File: config.mk
export PLATFORM = sky130hd
export DESIGN_NAME = time_edit_controller
export DESIGN_NICKNAME = d
export VERILOG_FILES = /design/src/rtl/time_edit_controller_pkg.sv /design/src/rtl/button_debouncer.sv /design/src/rtl/time_edit_controller.sv
export SDC_FILE = /design/constraint.sdc
export NUM_CORES = 1
export LEC_CHECK = 0
export CORE_ASPECT_RATIO = 1.2
export CORE_UTILIZATION = 40
export DETAILED_ROUTE_END_ITERATION = 10
export GPL_TIMING_DRIVEN = 0
export SLEW_MARGIN = 20
export SYNTH_ARGS = -nofsm -noshare
export SYNTH_HDL_FRONTEND = slang
export SYNTH_SLANG_ARGS = --single-unit
File: constraint.sdc
create_clock -name clk -period 4.5 [get_ports clk]
set_input_delay 1.35 -clock clk [delete_from_list [all_inputs] [get_ports clk]]
set_output_delay 1.35 -clock clk [all_outputs]
set_load 0.01 [all_outputs]
File: src/rtl/time_edit_controller_pkg.sv
// Shared clock constants for the time-edit controller.
// Holds the edit FSM state encoding, the one-hot cursor field codes, the
// button index map used by the debouncer array, and small helpers that map
// a state to its cursor code and to the state reached on a mode press.
package time_edit_controller_pkg;

    typedef enum logic [1:0] {
        RUN      = 2'd0,
        EDIT_HR  = 2'd1,
        EDIT_MIN = 2'd2,
        EDIT_SEC = 2'd3
    } editState_t;

    localparam logic [2:0] CURSOR_NONE = 3'b000;
    localparam logic [2:0] CURSOR_HR   = 3'b100;
    localparam logic [2:0] CURSOR_MIN  = 3'b010;
    localparam logic [2:0] CURSOR_SEC  = 3'b001;

    // Button lanes of the debouncer array
    localparam int NUM_BTNS  = 4;
    localparam int BTN_MODE  = 0;
    localparam int BTN_UP    = 1;
    localparam int BTN_DOWN  = 2;
    localparam int BTN_CLEAR = 3;

    function automatic logic [2:0] cursorOf(input editState_t s);
        case (s)
            EDIT_HR:  return CURSOR_HR;
            EDIT_MIN: return CURSOR_MIN;
            EDIT_SEC: return CURSOR_SEC;
            default:  return CURSOR_NONE;
        endcase
    endfunction

    function automatic editState_t advanceState(input editState_t s);
        case (s)
            RUN:      return EDIT_HR;
            EDIT_HR:  return EDIT_MIN;
            EDIT_MIN: return EDIT_SEC;
            default:  return RUN;
        endcase
    endfunction

endpackage

File: src/rtl/button_debouncer.sv
// Push-button front end: 2-flop synchronizer, counting debouncer and
// rising-edge press detector.
// Ports:
//   clk, reset  - system clock, synchronous active-high reset
//   btnRaw      - raw asynchronous button, active-high
//   level       - debounced button level
//   press       - one-cycle pulse the cycle after level goes 0->1
// After reset the debouncer is disarmed: it must first see the button
// stably released (DEBOUNCE_CYC low samples) before a level rise can
// happen, so a button held through reset never produces a press.
module button_debouncer #(
    parameter int unsigned DEBOUNCE_CYC = 1_000_000
) (
    input  logic clk,
    input  logic reset,
    input  logic btnRaw,
    output logic level,
    output logic press
);

    localparam int unsigned CNT_W = (DEBOUNCE_CYC > 1) ? $clog2(DEBOUNCE_CYC) : 1;
    localparam logic [CNT_W-1:0] CNT_LAST = CNT_W'(DEBOUNCE_CYC - 1);

    logic [1:0]       syncQ;
    logic             armed;
    logic             levelQ;
    logic             levelD;
    logic [CNT_W-1:0] cnt;
    logic             pending;

    // While disarmed the button is treated as if held, so only a run of
    // low samples makes progress (and arms instead of moving the level).
    assign pending = armed ? (syncQ[1] != levelQ) : ~syncQ[1];

    always_ff @(posedge clk) begin
        if (reset) begin
            syncQ  <= 2'b00;
            armed  <= 1'b0;
            levelQ <= 1'b0;
            levelD <= 1'b0;
            cnt    <= '0;
        end else begin
            syncQ  <= {syncQ[0], btnRaw};
            levelD <= levelQ;
            if (!pending) begin
                cnt <= '0;
            end else if (cnt == CNT_LAST) begin
                cnt <= '0;
                if (armed) levelQ <= syncQ[1];
                else       armed  <= 1'b1;
            end else begin
                cnt <= cnt + CNT_W'(1);
            end
        end
    end

    assign level = levelQ;
    assign press = levelQ & ~levelD;

endmodule

File: src/rtl/time_edit_controller.sv
// Time-edit controller: turns four push-buttons into edit-mode navigation
// and single-cycle up/down/clear commands for the time storage block.
// Ports:
//   clk, reset                              - clock, synchronous active-high reset
//   btn_mode, btn_up, btn_down, btn_clear   - raw asynchronous buttons
//   up, down, clr                           - one-cycle command pulses
//   cursor_pos                              - one-hot field select (hr/min/sec)
//   editing                                 - high in any edit state
//   blink                                   - blank strobe for the selected field
// Holding up/down in an edit state auto-repeats; an edit state with no
// button activity for TIMEOUT_CYC cycles falls back to RUN.
module time_edit_controller
    import time_edit_controller_pkg::*;
#(
    parameter int unsigned DEBOUNCE_CYC     = 1_000_000,
    parameter int unsigned REPEAT_DELAY_CYC = 50_000_000,
    parameter int unsigned REPEAT_RATE_CYC  = 10_000_000,
    parameter logic [31:0] TIMEOUT_CYC      = 32'd3_000_000_000,
    parameter int unsigned BLINK_CYC        = 25_000_000
) (
    input  logic       clk,
    input  logic       reset,
    input  logic       btn_mode,
    input  logic       btn_up,
    input  logic       btn_down,
    input  logic       btn_clear,
    output logic       up,
    output logic       down,
    output logic       clr,
    output logic [2:0] cursor_pos,
    output logic       editing,
    output logic       blink
);

    localparam int unsigned REP_MAX = (REPEAT_DELAY_CYC > REPEAT_RATE_CYC) ? REPEAT_DELAY_CYC : REPEAT_RATE_CYC;
    localparam int unsigned REP_W   = (REP_MAX > 1) ? $clog2(REP_MAX) : 1;
    localparam logic [REP_W-1:0] REP_DELAY_LAST = REP_W'(REPEAT_DELAY_CYC - 1);
    localparam logic [REP_W-1:0] REP_RATE_LAST  = REP_W'(REPEAT_RATE_CYC - 1);
    localparam int unsigned BLK_W   = (BLINK_CYC > 1) ? $clog2(BLINK_CYC) : 1;
    localparam logic [BLK_W-1:0] BLINK_LAST     = BLK_W'(BLINK_CYC - 1);
    localparam logic [31:0]      TIMEOUT_LAST   = TIMEOUT_CYC - 32'd1;

    logic [NUM_BTNS-1:0] btnRaw;
    logic [NUM_BTNS-1:0] btnLevel;
    logic [NUM_BTNS-1:0] btnPress;
    logic                unusedLevels;

    editState_t state, nextState;
    logic       inEdit, bothHeld;
    logic       upPressEvt, downPressEvt, repFire, upEvt, downEvt;
    logic       anyEvt, timeoutHit;
    logic       holdUp, holdDown, repFast;
    logic [REP_W-1:0] repCnt;
    logic [31:0]      toCnt;
    logic [BLK_W-1:0] blinkCnt;

    assign btnRaw = {btn_clear, btn_down, btn_up, btn_mode};

    for (genvar i = 0; i < NUM_BTNS; i++) begin : gBtn
        button_debouncer #(.DEBOUNCE_CYC(DEBOUNCE_CYC)) uDeb (
            .clk    (clk),
            .reset  (reset),
            .btnRaw (btnRaw[i]),
            .level  (btnLevel[i]),
            .press  (btnPress[i])
        );
    end

    // Only the up/down levels matter; mode and clear act on presses alone.
    assign unusedLevels = btnLevel[BTN_MODE] ^ btnLevel[BTN_CLEAR];

    always_comb begin
        inEdit       = (state != RUN);
        bothHeld     = btnLevel[BTN_UP] & btnLevel[BTN_DOWN];
        upPressEvt   = inEdit & btnPress[BTN_UP]   & ~btnLevel[BTN_DOWN];
        downPressEvt = inEdit & btnPress[BTN_DOWN] & ~btnLevel[BTN_UP];
        // Repeat needs the same button still down; a mode press in the same
        // cycle is a state change and cancels the repeat.
        repFire      = inEdit & ~bothHeld & ~btnPress[BTN_MODE]
                     & ((holdUp & btnLevel[BTN_UP]) | (holdDown & btnLevel[BTN_DOWN]))
                     & (repCnt == (repFast ? REP_RATE_LAST : REP_DELAY_LAST));
        upEvt        = upPressEvt   | (repFire & holdUp);
        downEvt      = downPressEvt | (repFire & holdDown);
        anyEvt       = (|btnPress) | repFire;
        timeoutHit   = inEdit & ~anyEvt & (toCnt == TIMEOUT_LAST);

        nextState = state;
        if (btnPress[BTN_MODE])  nextState = advanceState(state);
        else if (timeoutHit)     nextState = RUN;
    end

    always_ff @(posedge clk) begin
        if (reset) begin
            state      <= RUN;
            cursor_pos <= CURSOR_NONE;
        end else begin
            state      <= nextState;
            cursor_pos <= cursorOf(nextState);
        end
    end

    assign editing = (state != RUN);

    // Auto-repeat tracker: which button owns the repeat, and the cycle count
    // toward the first (delay) or subsequent (rate) repeat.
    always_ff @(posedge clk) begin
        if (reset || (nextState != state) || !inEdit || bothHeld) begin
            holdUp   <= 1'b0;
            holdDown <= 1'b0;
            repFast  <= 1'b0;
            repCnt   <= '0;
        end else if (upPressEvt || downPressEvt) begin
            holdUp   <= upPressEvt;
            holdDown <= downPressEvt;
            repFast  <= 1'b0;
            repCnt   <= '0;
        end else if ((holdUp & ~btnLevel[BTN_UP]) | (holdDown & ~btnLevel[BTN_DOWN])) begin
            holdUp   <= 1'b0;
            holdDown <= 1'b0;
            repFast  <= 1'b0;
            repCnt   <= '0;
        end else if (repFire) begin
            repFast  <= 1'b1;
            repCnt   <= '0;
        end else if (holdUp || holdDown) begin
            repCnt   <= repCnt + REP_W'(1);
        end
    end

    // Self-masking keeps every command pulse strictly one cycle wide.
    always_ff @(posedge clk) begin
        if (reset) begin
            up   <= 1'b0;
            down <= 1'b0;
            clr  <= 1'b0;
        end else begin
            up   <= upEvt & ~up;
            down <= downEvt & ~down;
            clr  <= btnPress[BTN_CLEAR] & ~clr;
        end
    end

    // Inactivity timer: held at zero in RUN and on edit entry, reloaded on
    // every press or repeat.
    always_ff @(posedge clk) begin
        if (reset || (nextState == RUN) || anyEvt || (state == RUN)) begin
            toCnt <= '0;
        end else begin
            toCnt <= toCnt + 32'd1;
        end
    end

    // Blink phase restarts low whenever edit mode is entered from RUN and
    // runs continuously while moving between fields.
    always_ff @(posedge clk) begin
        if (reset || (nextState == RUN) || (state == RUN)) begin
            blinkCnt <= '0;
            blink    <= 1'b0;
        end else if (blinkCnt == BLINK_LAST) begin
            blinkCnt <= '0;
            blink    <= ~blink;
        end else begin
            blinkCnt <= blinkCnt + BLK_W'(1);
        end
    end

endmodule
==> summary.md <==
| Metric | Value |
|---|---|
| Flop-to-flop setup slack | `~1.8 ns` |
| Peak VDD IR | `between 0.2 and 0.3 mV` |
| CTS Sinks | `between 150 and 200` |
| Fillers | `a little under 2,000` |
| Slew HR | `0.440` |
| PD cells | `between 300 and 400 nW/µm²` |
| Total grt overflow | `0` |
| RSZ-0062 raised after global routing | `false` |
| Leak | `around 3.1 nW` |
| Final net count | `approximately 1,000` |
| Synth async-reset ratio | `0` |
| Clk root buf | `clkbuf_16` |
| Final ANT Viol Nets | `0` |
| Postcts setup bufs | `0` |
| Drt via density | `slightly below 5` |
| Die height | `161 µm` |
| Post-synth EDFFs | `0` |
| Status | `complete, no violations` |
| Routability cong. | `approximately 0.79` |
| WHS Path Cells | `1` |
| TNS Setup | `0 ns` |
| Skew final | `roughly 0.015 ns` |
| Die X | `135 µm` |
| Clk Latency, worst-skew pair | `about 0.43 ns` |
| Drt pass-1 iters | `4` |
| Final core occ | `0.467` |
| # hold bufs at CTS | `0` |
| Placed insts | `1,260` |
| Layout cells sized above 1 | `0.0487` |
| R2r endpoint | `repCnt[5]$_SDFFE_PP0P_` |
| TritonCTS clock tree | `built` |
| Final hold viol count | `0` |
| CP endpoint kind | `flip-flop` |
| Critical Path RT | `a little under 5 ns` |
| Top FF cell, synth | `dfxtp_1` |
| Synthesized flop and latch total | `about 200` |
| Max-Cap Viols | `0` |
| Crit path DAT | `3.92 ns` |
| H-Tree Depth | `4` |
| Worst slew pin tran | `between 0.8 and 0.9 ns` |
| # IOs | `14` |
| Avg WL per Cell | `between 10 and 15 µm` |
| Total CTS buffers | `17` |
| Final Setup Violations | `0` |
| Fmax | `roughly 280 MHz` |
| Final min period | `~3.6 ns` |
| DRC | `0` |
| Crit path max fanout | `10` |
| Slew Viols, Final | `0` |
| Diode count | `0` |
| Global-route wire length before repair | `about 27 mm` |
| Largest net degree at the start of global routing | `18` |
| Initial drt markers | `between 200 and 300` |
| Clock slew at reported path FFs | `0.07 ns` |
| Register area share after synthesis | `0.461` |
| Syn_nets | `997` |
| WL final | `about 15 mm` |
| R2R Path Start | `state[0]$_SDFF_PP0_` |
| Fin cells | `1,292` |
| Worst hold path class | `reg2reg` |
| Die area | `21,800 µm²` |
| Crit Path Category | `in2reg` |
| Vias in the first global route | `between 6,000 and 7,000` |
| Mapped Area | `8470 µm²` |
| Critical Path Source Type | `primary input` |
| Reg2Reg Depth | `9` |
| Warning count from the yosys run | `0` |
| Initial Util | `0.414` |
| DR vias | `6,336` |
| CTS resizes | `0` |
| Core box area | `20,500 µm²` |
| Hold_sp | `gBtn[3].uDeb.levelD$_SDFF_PP0_` |
| Synth cell types | `just under 50` |
| Detailed placement HPWL | `about 11 mm` |
| Hold Path End | `clr$_SDFF_PP0_` |
| Mapped Cells | `about 1,000` |
| Initial antenna violation count | `0` |
| # port buffers | `13` |
| Tcrit/Tclk final | `0.791` |
| Avg Cell Area, Syn | `8.63 µm²` |
| GRT Util Overall | `0.153` |
| Synthesis-to-layout area growth | `12.8%` |
| Worst-case clock buffer depth | `2` |
| Row count | `57` |
[report_power, final]
part           total [mW]  switching, mW  leakage, nW  internal (mW)
sequential           1.75        0.00941         1.57           1.74
combinational      0.0490         0.0311         1.27         0.0180
clock                1.57          0.671        0.305          0.898
[placed cells by master (no fill, tap or decap), types with 2 or more instances in the layout]
master and instances:
a21oi_1 12, a31oi_1 3, and2_1 6, and3_1 23
and4_1 13, buf_2 7, bufinv_16 3, clkbuf_1 15
clkbuf_16 17, clkdlybuf4s50_1 13, clkinv_2 4, clkinv_4 3
dfxtp_1 195, ha_1 9, inv_1 26, nand2_1 86
nand2b_1 7, nand3_1 55, nand3b_1 4, nand4_1 34
nand4b_1 2, nor2_1 201, nor2b_1 22, nor3_1 30
nor3b_1 7, nor4_1 12, nor4b_1 7, nor4bb_1 2
o211a_1 2, o21ai_0 9, o22ai_1 2, or2_2 4
or3_1 9, or3b_2 2, or4_1 5, xnor2_1 64
xor2_1 90
[critical path: stages]
cell and delay, ns:
clkdlybuf4s50_1 0.58, nor2_1 0.32, nand2_1 0.09, a311oi_1 0.37, o211a_1 0.33, or3b_2 0.54
buf_2 0.22, nor2_1 0.12
[kinds of logic after synthesis]
family                     after synthesis  synth area share
AOI/OAI and AO/OA                       38            0.0310
xor gates and xnor gates               154             0.159
adders and majority gates                9            0.0133
buffers and inverters                   50            0.0241
DFF                                    195             0.461
muxes                                    1           0.00118
and+or+nand+nor                        535             0.310
[synth_stat cells, types with 2 or more instances]
master,instances,share of area
nand3b_1,4,0.0035
nand2b_1,7,0.0052
buf_2,7,0.0041
or3b_2,2,0.0021
nor3b_1,7,0.0062
clkbuf_1,15,0.0066
inv_1,26,0.012
nor4_1,12,0.0089
and2_1,6,0.0044
and4_1,13,0.013
o22ai_1,2,0.0015
a31oi_1,3,0.0022
or4_1,5,0.0044
ha_1,9,0.013
dfxtp_1,195,0.46
or3_1,9,0.0066
o21ai_0,9,0.0053
nor4bb_1,2,0.0024
nand3_1,55,0.032
nand4b_1,2,0.0021
nor4b_1,7,0.0072
and3_1,23,0.017
nor2_1,201,0.089
a21oi_1,12,0.0071
or2_2,4,0.0030
nor3_1,30,0.018
xnor2_1,64,0.066
nand4_1,34,0.025
nand2_1,86,0.038
nor2b_1,22,0.016
xor2_1,90,0.093
o211a_1,2,0.0024
[metal layers]
metal	up-vias	part of all wire	routed length, µm	GRT usage
li1	3345	-	-	-
met1	2923	0.49	7530	0.197
met2	54	0.47	7300	0.254
met3	14	0.027	418	0.0295
met4	0	0.013	195	0.0546
met5	-	0	0	0
[how the worst max path moves through the flow]
stage	from	to	slack, ns	cells past startpoint
2_1_floorplan	reset	repCnt[14]$_SDFFE_PP0P_	1.54	7
3_3_place_gp	reset	repCnt[23]$_SDFFE_PP0P_	0.51	8
3_5_place_dp	reset	repCnt[5]$_SDFFE_PP0P_	0.50	8
4_1_cts	reset	repCnt[5]$_SDFFE_PP0P_	0.93	8
5_1_grt	reset	repCnt[11]$_SDFFE_PP0P_	0.78	8
6_report	reset	repCnt[5]$_SDFFE_PP0P_	0.94	8
[sequential cells by signal, indices dropped and copies added, names as in the netlist, 2 cells and up]
name / flops
state: 2
repCnt: 26
gBtn.uDeb.levelD: 4
gBtn.uDeb.syncQ: 8
gBtn.uDeb.cnt: 80
blinkCnt: 25
gBtn.uDeb.armed: 4
gBtn.uDeb.level: 4
cursor_pos: 3
toCnt: 32
[through the flow]
step	worst slack [ns]	instance area, µm²	total power [mW]	hold WS [ns]
after floorplan	1.54	8470	1.82	0.401
after global placement	0.513	8930	1.84	0.415
after detailed placement	0.498	8930	1.84	0.420
after global routing	0.778	9550	3.49	0.453
final	0.939	9550	3.36	0.430
after CTS	0.930	9550	3.41	0.432
[cell type report]
cell class	instances	area [µm²]	area share
Buffer	24	106	0.0111
Clock buffer	18	439	0.0460
Clock inverter	14	180	0.0189
Inverter	26	97.6	0.0102
Multi-Input combinational cell	737	4360	0.457
Sequential cell	195	3900	0.409
Tap cell	265	332	0.0347
Timing Repair Buffer	13	130	0.0136
(Power assumes the default switching activity.)
